[config.mk]
export PLATFORM = sky130hd
export DESIGN_NAME = mem_stage_access_unit
export DESIGN_NICKNAME = d
export VERILOG_FILES = /design/src/rtl/mem_stage_access_unit.sv
export SDC_FILE = /design/constraint.sdc
export NUM_CORES = 1
export LEC_CHECK = 0
export CAP_MARGIN = 30
export CORE_MARGIN = 1.5
export CORE_UTILIZATION = 37
export DETAILED_ROUTE_END_ITERATION = 16
export GPL_TIMING_DRIVEN = 1
export PLACE_DENSITY = 0.77
export SETUP_SLACK_MARGIN = 0.4
export SLEW_MARGIN = 20
export SYNTH_ARGS = -nofsm -noshare
export SYNTH_HDL_FRONTEND = slang
export SYNTH_SLANG_ARGS = --single-unit
[constraint.sdc]
create_clock -name clk -period 2 [get_ports clk]
set_input_delay 0.4 -clock clk [delete_from_list [all_inputs] [get_ports clk]]
set_output_delay 0.4 -clock clk [all_outputs]
set_load 0.05 [all_outputs]
[src/rtl/mem_stage_access_unit.sv]
// MEM pipeline stage: runs word load/store transfers on a req/ack data bus,
// stalls upstream while a transfer is outstanding, and fills the MEM/WB register.
module mem_stage_access_unit #(
    parameter int TIMEOUT = 16,
    parameter int CNT_W   = 5
) (
    input  logic        clk,
    input  logic        reset,
    input  logic        data_read_MEM,
    input  logic        data_write_MEM,
    input  logic        reg_write_MEM,
    input  logic        write_Data_Src_mux_MEM,
    input  logic        Set_Less_than_inst_MEM,
    input  logic        STL_MEM,
    input  logic [31:0] Adderess_Datamem,
    input  logic [31:0] Write_Data_Datamem,
    input  logic [4:0]  Reg_write_num_MEM,
    output logic        dmem_req,
    output logic        dmem_we,
    output logic [31:0] dmem_addr,
    output logic [31:0] dmem_wdata,
    input  logic        dmem_ack,
    input  logic [31:0] dmem_rdata,
    output logic        stall_MEM,
    output logic        reg_write_WB,
    output logic        write_Data_Src_mux_WB,
    output logic [4:0]  Reg_write_num_WB,
    output logic [31:0] ALU_result_WB,
    output logic [31:0] Mem_read_data_WB,
    output logic        mem_err
);

    // Bus handshake: dmem_req rises one edge after the op is seen and holds
    // req/we/addr/wdata constant until the cycle dmem_ack=1 (rdata valid in
    // that same cycle); req drops on the following edge. Ack with req low is ignored.
    typedef enum logic {IDLE = 1'b0, BUSY = 1'b1} state_t;

    state_t           state, state_next;
    logic [CNT_W-1:0] cnt;
    logic             mem_op, aligned, timeout_hit, finish;
    logic [31:0]      alu_value;

    assign mem_op      = data_read_MEM | data_write_MEM;
    assign aligned     = (Adderess_Datamem[1:0] == 2'b00);
    assign timeout_hit = (state == BUSY) && !dmem_ack && (cnt == CNT_W'(TIMEOUT - 1));
    assign finish      = (state == BUSY) && (dmem_ack || timeout_hit);
    assign alu_value   = Set_Less_than_inst_MEM ? {31'b0, STL_MEM} : Adderess_Datamem;

    always_ff @(posedge clk) begin
        if (reset) state <= IDLE;
        else       state <= state_next;
    end

    always_comb begin
        state_next = state;
        stall_MEM  = 1'b0;
        case (state)
            IDLE: begin
                if (mem_op && aligned) begin
                    stall_MEM  = 1'b1;
                    state_next = BUSY;
                end
            end
            BUSY: begin
                stall_MEM = !finish;
                if (finish) state_next = IDLE;
            end
            default: state_next = IDLE;
        endcase
    end

    always_ff @(posedge clk) begin
        if (reset) begin
            cnt                   <= '0;
            dmem_req              <= 1'b0;
            dmem_we               <= 1'b0;
            dmem_addr             <= '0;
            dmem_wdata            <= '0;
            reg_write_WB          <= 1'b0;
            write_Data_Src_mux_WB <= 1'b0;
            Reg_write_num_WB      <= '0;
            ALU_result_WB         <= '0;
            Mem_read_data_WB      <= '0;
            mem_err               <= 1'b0;
        end else begin
            case (state)
                IDLE: begin
                    if (mem_op) begin
                        reg_write_WB <= 1'b0;
                        if (aligned) begin
                            dmem_req   <= 1'b1;
                            dmem_we    <= data_write_MEM;
                            dmem_addr  <= Adderess_Datamem;
                            dmem_wdata <= Write_Data_Datamem;
                            cnt        <= '0;
                        end else begin
                            mem_err <= 1'b1;
                        end
                    end else begin
                        reg_write_WB          <= reg_write_MEM;
                        write_Data_Src_mux_WB <= write_Data_Src_mux_MEM;
                        Reg_write_num_WB      <= Reg_write_num_MEM;
                        ALU_result_WB         <= alu_value;
                    end
                end
                BUSY: begin
                    if (finish) begin
                        dmem_req              <= 1'b0;
                        reg_write_WB          <= reg_write_MEM & ~dmem_we;
                        write_Data_Src_mux_WB <= write_Data_Src_mux_MEM;
                        Reg_write_num_WB      <= Reg_write_num_MEM;
                        ALU_result_WB         <= alu_value;
                        if (dmem_ack) begin
                            if (!dmem_we) Mem_read_data_WB <= dmem_rdata;
                        end else begin
                            // forced completion: no data ever arrived
                            Mem_read_data_WB <= '0;
                            mem_err          <= 1'b1;
                        end
                    end else begin
                        cnt          <= cnt + 1'b1;
                        reg_write_WB <= 1'b0;
                    end
                end
                default: ;
            endcase
        end
    end

endmodule

Word-level counts from Yosys, hierarchy flattened
Index checks and enable logic that the tools add are counted.
{"block": "totals", "reg_bits": 144, "latch_bits": 0, "mem_bits_rw": 0, "rom_bits": 0, "out_inout_bits": 139, "memories": 0}
{"block": "op_classes", "add_sub_neg": 1, "n_mul": 0, "div": 0, "magnitude_cmp": 0, "n_eq_ne": 9, "shift": 0, "muxes": 32, "bitwise_logic": 4, "reduce_logical": 14}
{"operator": "$mux W32", "count": 5}
{"operator": "$pmux W32 S2", "count": 1}
{"operator": "$mux W5", "count": 5}
{"operator": "$pmux W5 S2", "count": 2}
{"operator": "$ne A2 B2 Y1 const B", "count": 7}
{"operator": "$mux W1", "count": 13}
{"operator": "$pmux W1 S2", "count": 6}
{"operator": "$reduce_and A3 Y1", "count": 4}
{"operator": "$add A5 B1 Y5 const B", "count": 1}
{"operator": "$eq A5 B4 Y1 const B", "count": 1}
{"operator": "$logic_and A1 B1 Y1", "count": 4}
{"operator": "$reduce_and A4 Y1", "count": 1}
{"operator": "$logic_not A1 Y1", "count": 2}
{"operator": "$logic_not A2 Y1", "count": 1}
{"operator": "$ne A2 B1 Y1 const B", "count": 1}
{"operator": "$not A1 Y1", "count": 2}
{"operator": "$reduce_and A2 Y1", "count": 1}
{"operator": "$and A1 B1 Y1", "count": 1}
{"operator": "$logic_or A1 B1 Y1", "count": 1}
{"operator": "$or A1 B1 Y1", "count": 1}

Logic depth before layout (Yosys ltp)
{"block": "depth", "ltp_word": 7, "mapped_depth": 10}

Worst setup path after synthesis
Ideal clock, no wire load.
{"block": "synth_timing", "kind": "register to register", "startpoint": "register cnt[0]", "endpoint": "register ALU_result_WB[18]", "setup_time_ns": 0.132, "t_arrival_ns": 1.936, "setup_slack_ns": -0.068, "stages_incl_launch_ff": 11, "n_path_buf": 3, "synth_period_minus_slack_ns": 2.068, "path_cell_list": "dfxtp_1 ha_1 and3_1 ha_1 or3b_1 buf_2 o21a_1 buf_2 buf_6 nand3b_1 a21oi_1"}
{"block": "synth_via", "elab_chain_cells": 6}
{"element": "from (decl)", "line": "39", "source": "logic [CNT_W-1:0] cnt;"}
{"element": "from (signal assigned)", "line": "121", "source": "cnt <= cnt + 1'b1;"}
{"element": "$eq A5 B4 Y1", "line": "45", "source": "assign timeout_hit = (state == BUSY) && !dmem_ack && (cnt == CNT_W'(TIMEOUT - 1));"}
{"element": "$logic_and A1 B1 Y1", "line": "45"}
{"element": "$logic_or A1 B1 Y1", "line": "46", "source": "assign finish = (state == BUSY) && (dmem_ack || timeout_hit);"}
{"element": "$logic_and A1 B1 Y1", "line": "46"}
{"element": "$ne A2 B1 Y1 (no source line)"}
{"element": "$reduce_and A2 Y1 (no source line)"}
{"element": "to (signal assigned)", "line": "103", "source": "ALU_result_WB <= alu_value;"}
{"element": "to (signal assigned)", "line": "112", "source": "ALU_result_WB <= alu_value;"}
{"element": "to (decl)", "line": "28", "source": "output logic [31:0] ALU_result_WB,"}
No other way between the ends.
A chain may end at the register's enable or synchronous reset.

Worst setup path after layout
{"block": "layout_timing", "startpoint": "register cnt[1]", "endpoint": "register ALU_result_WB[14]"}
The elaborated chain is that of the path after synthesis.

==> impl_metrics.csv <==
group,metric,value,unit
yosys,syn_nets,723,
route,dr.pass1.iters,4,
pwr,peakVddDrop,0.000578,V
pwr,powerDensity,815,nW/um2
timing,fin_ws,-0.141,ns
yosys,syn_avg_cell_area,8.45,um2
global_routing,grt_pass1_wl,25.0,mm
yosys,ys_async_sr_fraction,0,%
floorplanning,fp.coreArea,13500,um2
placement,gp_congestion,0.775,
clock_network,cts-root-buf,"clkbuf_16",
clock_network,hold_buffers,0,
yosys,ys_seq_elements,144,
yosys,synth_compound_area_share,16.2,%
yosys,synth_top_area_share,55.8,%
timing,slew_headroom,72.8,%
flow_run,drv_cap,0,
finish,syn_to_final_growth,85.5,%
status,violations,"setup timing",
route,met1Wirelength,7.32,mm
finish,n_fill_cell,1044,
finish,seq_area,2890,um2
worst_setup_path,worstPathCellList,"ha_4 > and3_4 > ha_4 > buf_6 > buf_6 > or3b_4 > o21a_4 > clkbuf_16 > nand3b_1 > a21oi_1",
clock_network,clk_pin_slew,0.06,ns
clock_network,htree_levels,4,
yosys,synthSimpleGateAreaFrac,22.7,%
route,vias,5295,
worst_setup_path,cp-start-kind,"register",
pwr,leakagePower,3.45,nW
yosys,ys.flop_type,"dfxtp_1",
route,wl,17.7,mm
timing,final_hold_viol_count,0,
floorplanning,num_rows,42,
floorplanning,initial_utilization,38.4,%
yosys,ys_top_cells_by_area,"dfxtp_1 (56%), nand2_1 (12%), a21oi_1 (10%)",
route,ant_nets,0,
yosys,synthCells,611,
clock_network,clk_latency,0.41,ns
timing,fmax,467,MHz
yosys,synth_fa_ha_area_share,0.485,%
timing,drv_slew,0,
pwr,total_power,7.80,mW
yosys,synth.distinct_cells,30,
worst_setup_path,cp_slowest_stage_delay,0.40,ns
yosys,yosysTopAreaCell,"dfxtp_1",
timing,rsz0062_at_grt,"yes",
global_routing,grt_max_degree,84,
worst_setup_path,crit_type,"reg -> reg",
route,wl_per_cell,16.6,um
timing,skew,0.00890,ns
worst_setup_path,crit_arrival,2.42,ns
worst_setup_path,cp_max_fo,8,
yosys,yosys_warnings,0,
worst_setup_path,worstPathRequired,2.28,ns
yosys,netlist_area,5160,um2
global_routing,grt_usage,21.8,%
route,routed-wl-met3,1.24,mm
clock_network,cts_made_buffers,17,
finish,nets,991,
floorplanning,die_area,14700,um2
finish,drive_above_1_share,35.9,%
placement,place_ws,-0.0375,ns
route,viasPerCell,4.95,
floorplanning,die_w,121,um
timing,min_period_over_period,107,%
placement,hpwl,10.5,mm
route,top_layer,"met4",
yosys,synth_top_family_by_area,"simple AND/OR/NAND/NOR gates",
timing,setup_viol,40,
status,outcome,"finished with violations",
clock_network,clockBufferDepth,2,
placement,port-buffer-count,248,
floorplanning,fp.dieH,121,um
yosys,synthXorXnorAreaFrac,0,%
yosys,ys_seq_area_share,55.8,%
global_routing,grt-ovfl-total,0,
clock_network,tritoncts,"built",
yosys,synth_edf_count,0,
worst_setup_path,endpoint_kind,"register",
yosys,synthMuxAreaShare,0.388,%
clock_network,clock-sinks,144,
route,drtIter0Drc,361,
hold_path,worstHoldPathType,"reg -> reg",
worst_setup_path,cp_slowest_cell,"or3b_4",
finish,multiInputGateArea,2540,um2
route,met2WireLength,8.78,mm
timing,fin_crit,2.14,ns
global_routing,antenna_found_initial,1,
floorplanning,boundaryPins,249,
route,drc,0,
timing,tightest_slew,0.408,ns
global_routing,first_global_vias,5045,
cell usage after synthesis (2+ instances only):
cell and instances:
and2_1 2, nand3b_1 31, inv_1 2, buf_2 22, dfxtp_1 144, nand2_1 171, a22oi_1 33, ha_1 2
nor3b_1 4, nand3_1 2, nor2b_1 4, a21oi_1 104, clkbuf_1 26, mux2i_1 2, nor2_1 47
cells by family (layout without fill, tap and decap cells):
logic type	Yosys count	in the layout
compound gates	145	145
fa+ha+maj	2	2
buf+inv	51	332
flops	144	144
mux	2	2
other cells	0	1
simple gates	267	267
metal layers:
layer	GRT usage (%)	vias to the layer above
met2	37.5	213
li1	-	2581
met1	24.7	2475
met4	9.34	0
met5	0	-
met3	6.91	26
sequential cells by signal (all words and copies together) (netlist names):
signal,flops
ALU_result_WB,32
Mem_read_data_WB,32
Reg_write_num_WB,5
cnt,5
dmem_addr,32
dmem_req,1
dmem_wdata,32
dmem_we,1
mem_err,1
reg_write_WB,1
state,1
write_Data_Src_mux_WB,1
final cells by class:
cell class              instances  area share (%)
well taps                     176            2.30
flip-flops and latches        144            30.2
clock buffers                  21            5.02
multi-input cells             416            26.5
inverters                       2          0.0784
repair buffers                298            34.3
diodes                          1          0.0261
clock inverters                11            1.58
layout by cell type (no fill, tap or decap), types with 21 or more instances in the layout:
master,synthesis,routed
nand2_1,171,154
dfxtp_1,144,142
clkdlybuf4s15_2,0,120
clkdlybuf4s50_1,0,108
a21oi_1,104,82
nor2_1,47,40
a22oi_2,0,32
nand3b_1,31,31
clkbuf_16,0,25
a21oi_2,0,22
buf_4,0,21
final timing paths:
kind	startpoint	end	slack (ns)	cells after the start
min	ALU_result_WB[11]$_SDFFE_PP0P_	ALU_result_WB[11]$_SDFFE_PP0P_	0.45	2
max	cnt[1]$_SDFFE_PP0P_	ALU_result_WB[14]$_SDFFE_PP0P_	-0.14	10
max reg2reg	cnt[1]$_SDFFE_PP0P_	ALU_result_WB[14]$_SDFFE_PP0P_	-0.14	10
min reg2reg	ALU_result_WB[11]$_SDFFE_PP0P_	ALU_result_WB[11]$_SDFFE_PP0P_	0.45	2
timing repair:
action / CTS / global route
buffers inserted: 4 / 6
setup endpoints to repair: 213 / 148
gates resized for setup: 444 / 116
gates cloned: 0 / 12
pin swaps: 4 / 29
through the flow:
step | cells | setup TNS, ns | instance area [um2] | hold slack (ns) | utilization (%)
6_report | 1069 | -3.78 | 9580 | 0.451 | 71.2
4_1_cts | 1050 | -1.91 | 9020 | 0.452 | 67.0
3_3_place_gp | 1014 | -0.180 | 8040 | 0.439 | 59.8
5_1_grt | 1069 | -6.29 | 9580 | 0.464 | 71.2
3_5_place_dp | 1014 | -0.419 | 8040 | 0.445 | 59.8
2_1_floorplan | 611 | 0 | 5230 | 0.447 | -
power breakdown:
part,switching (mW),internal (mW)
registers,0.0641,2.98
logic,0.815,0.602
clock network,1.24,2.10
critical path, delay by kind of cell (launching register included):
kind | cells | cell delay, ns
buffers and inverters | 3 | 0.41
AO/OA/AOI/OAI | 2 | 0.28
flip-flops | 1 | 0.35
AND/OR/NAND/NOR | 3 | 0.65
adder cells (fa/ha/maj) | 2 | 0.32
(Power assumes the default switching activity.)
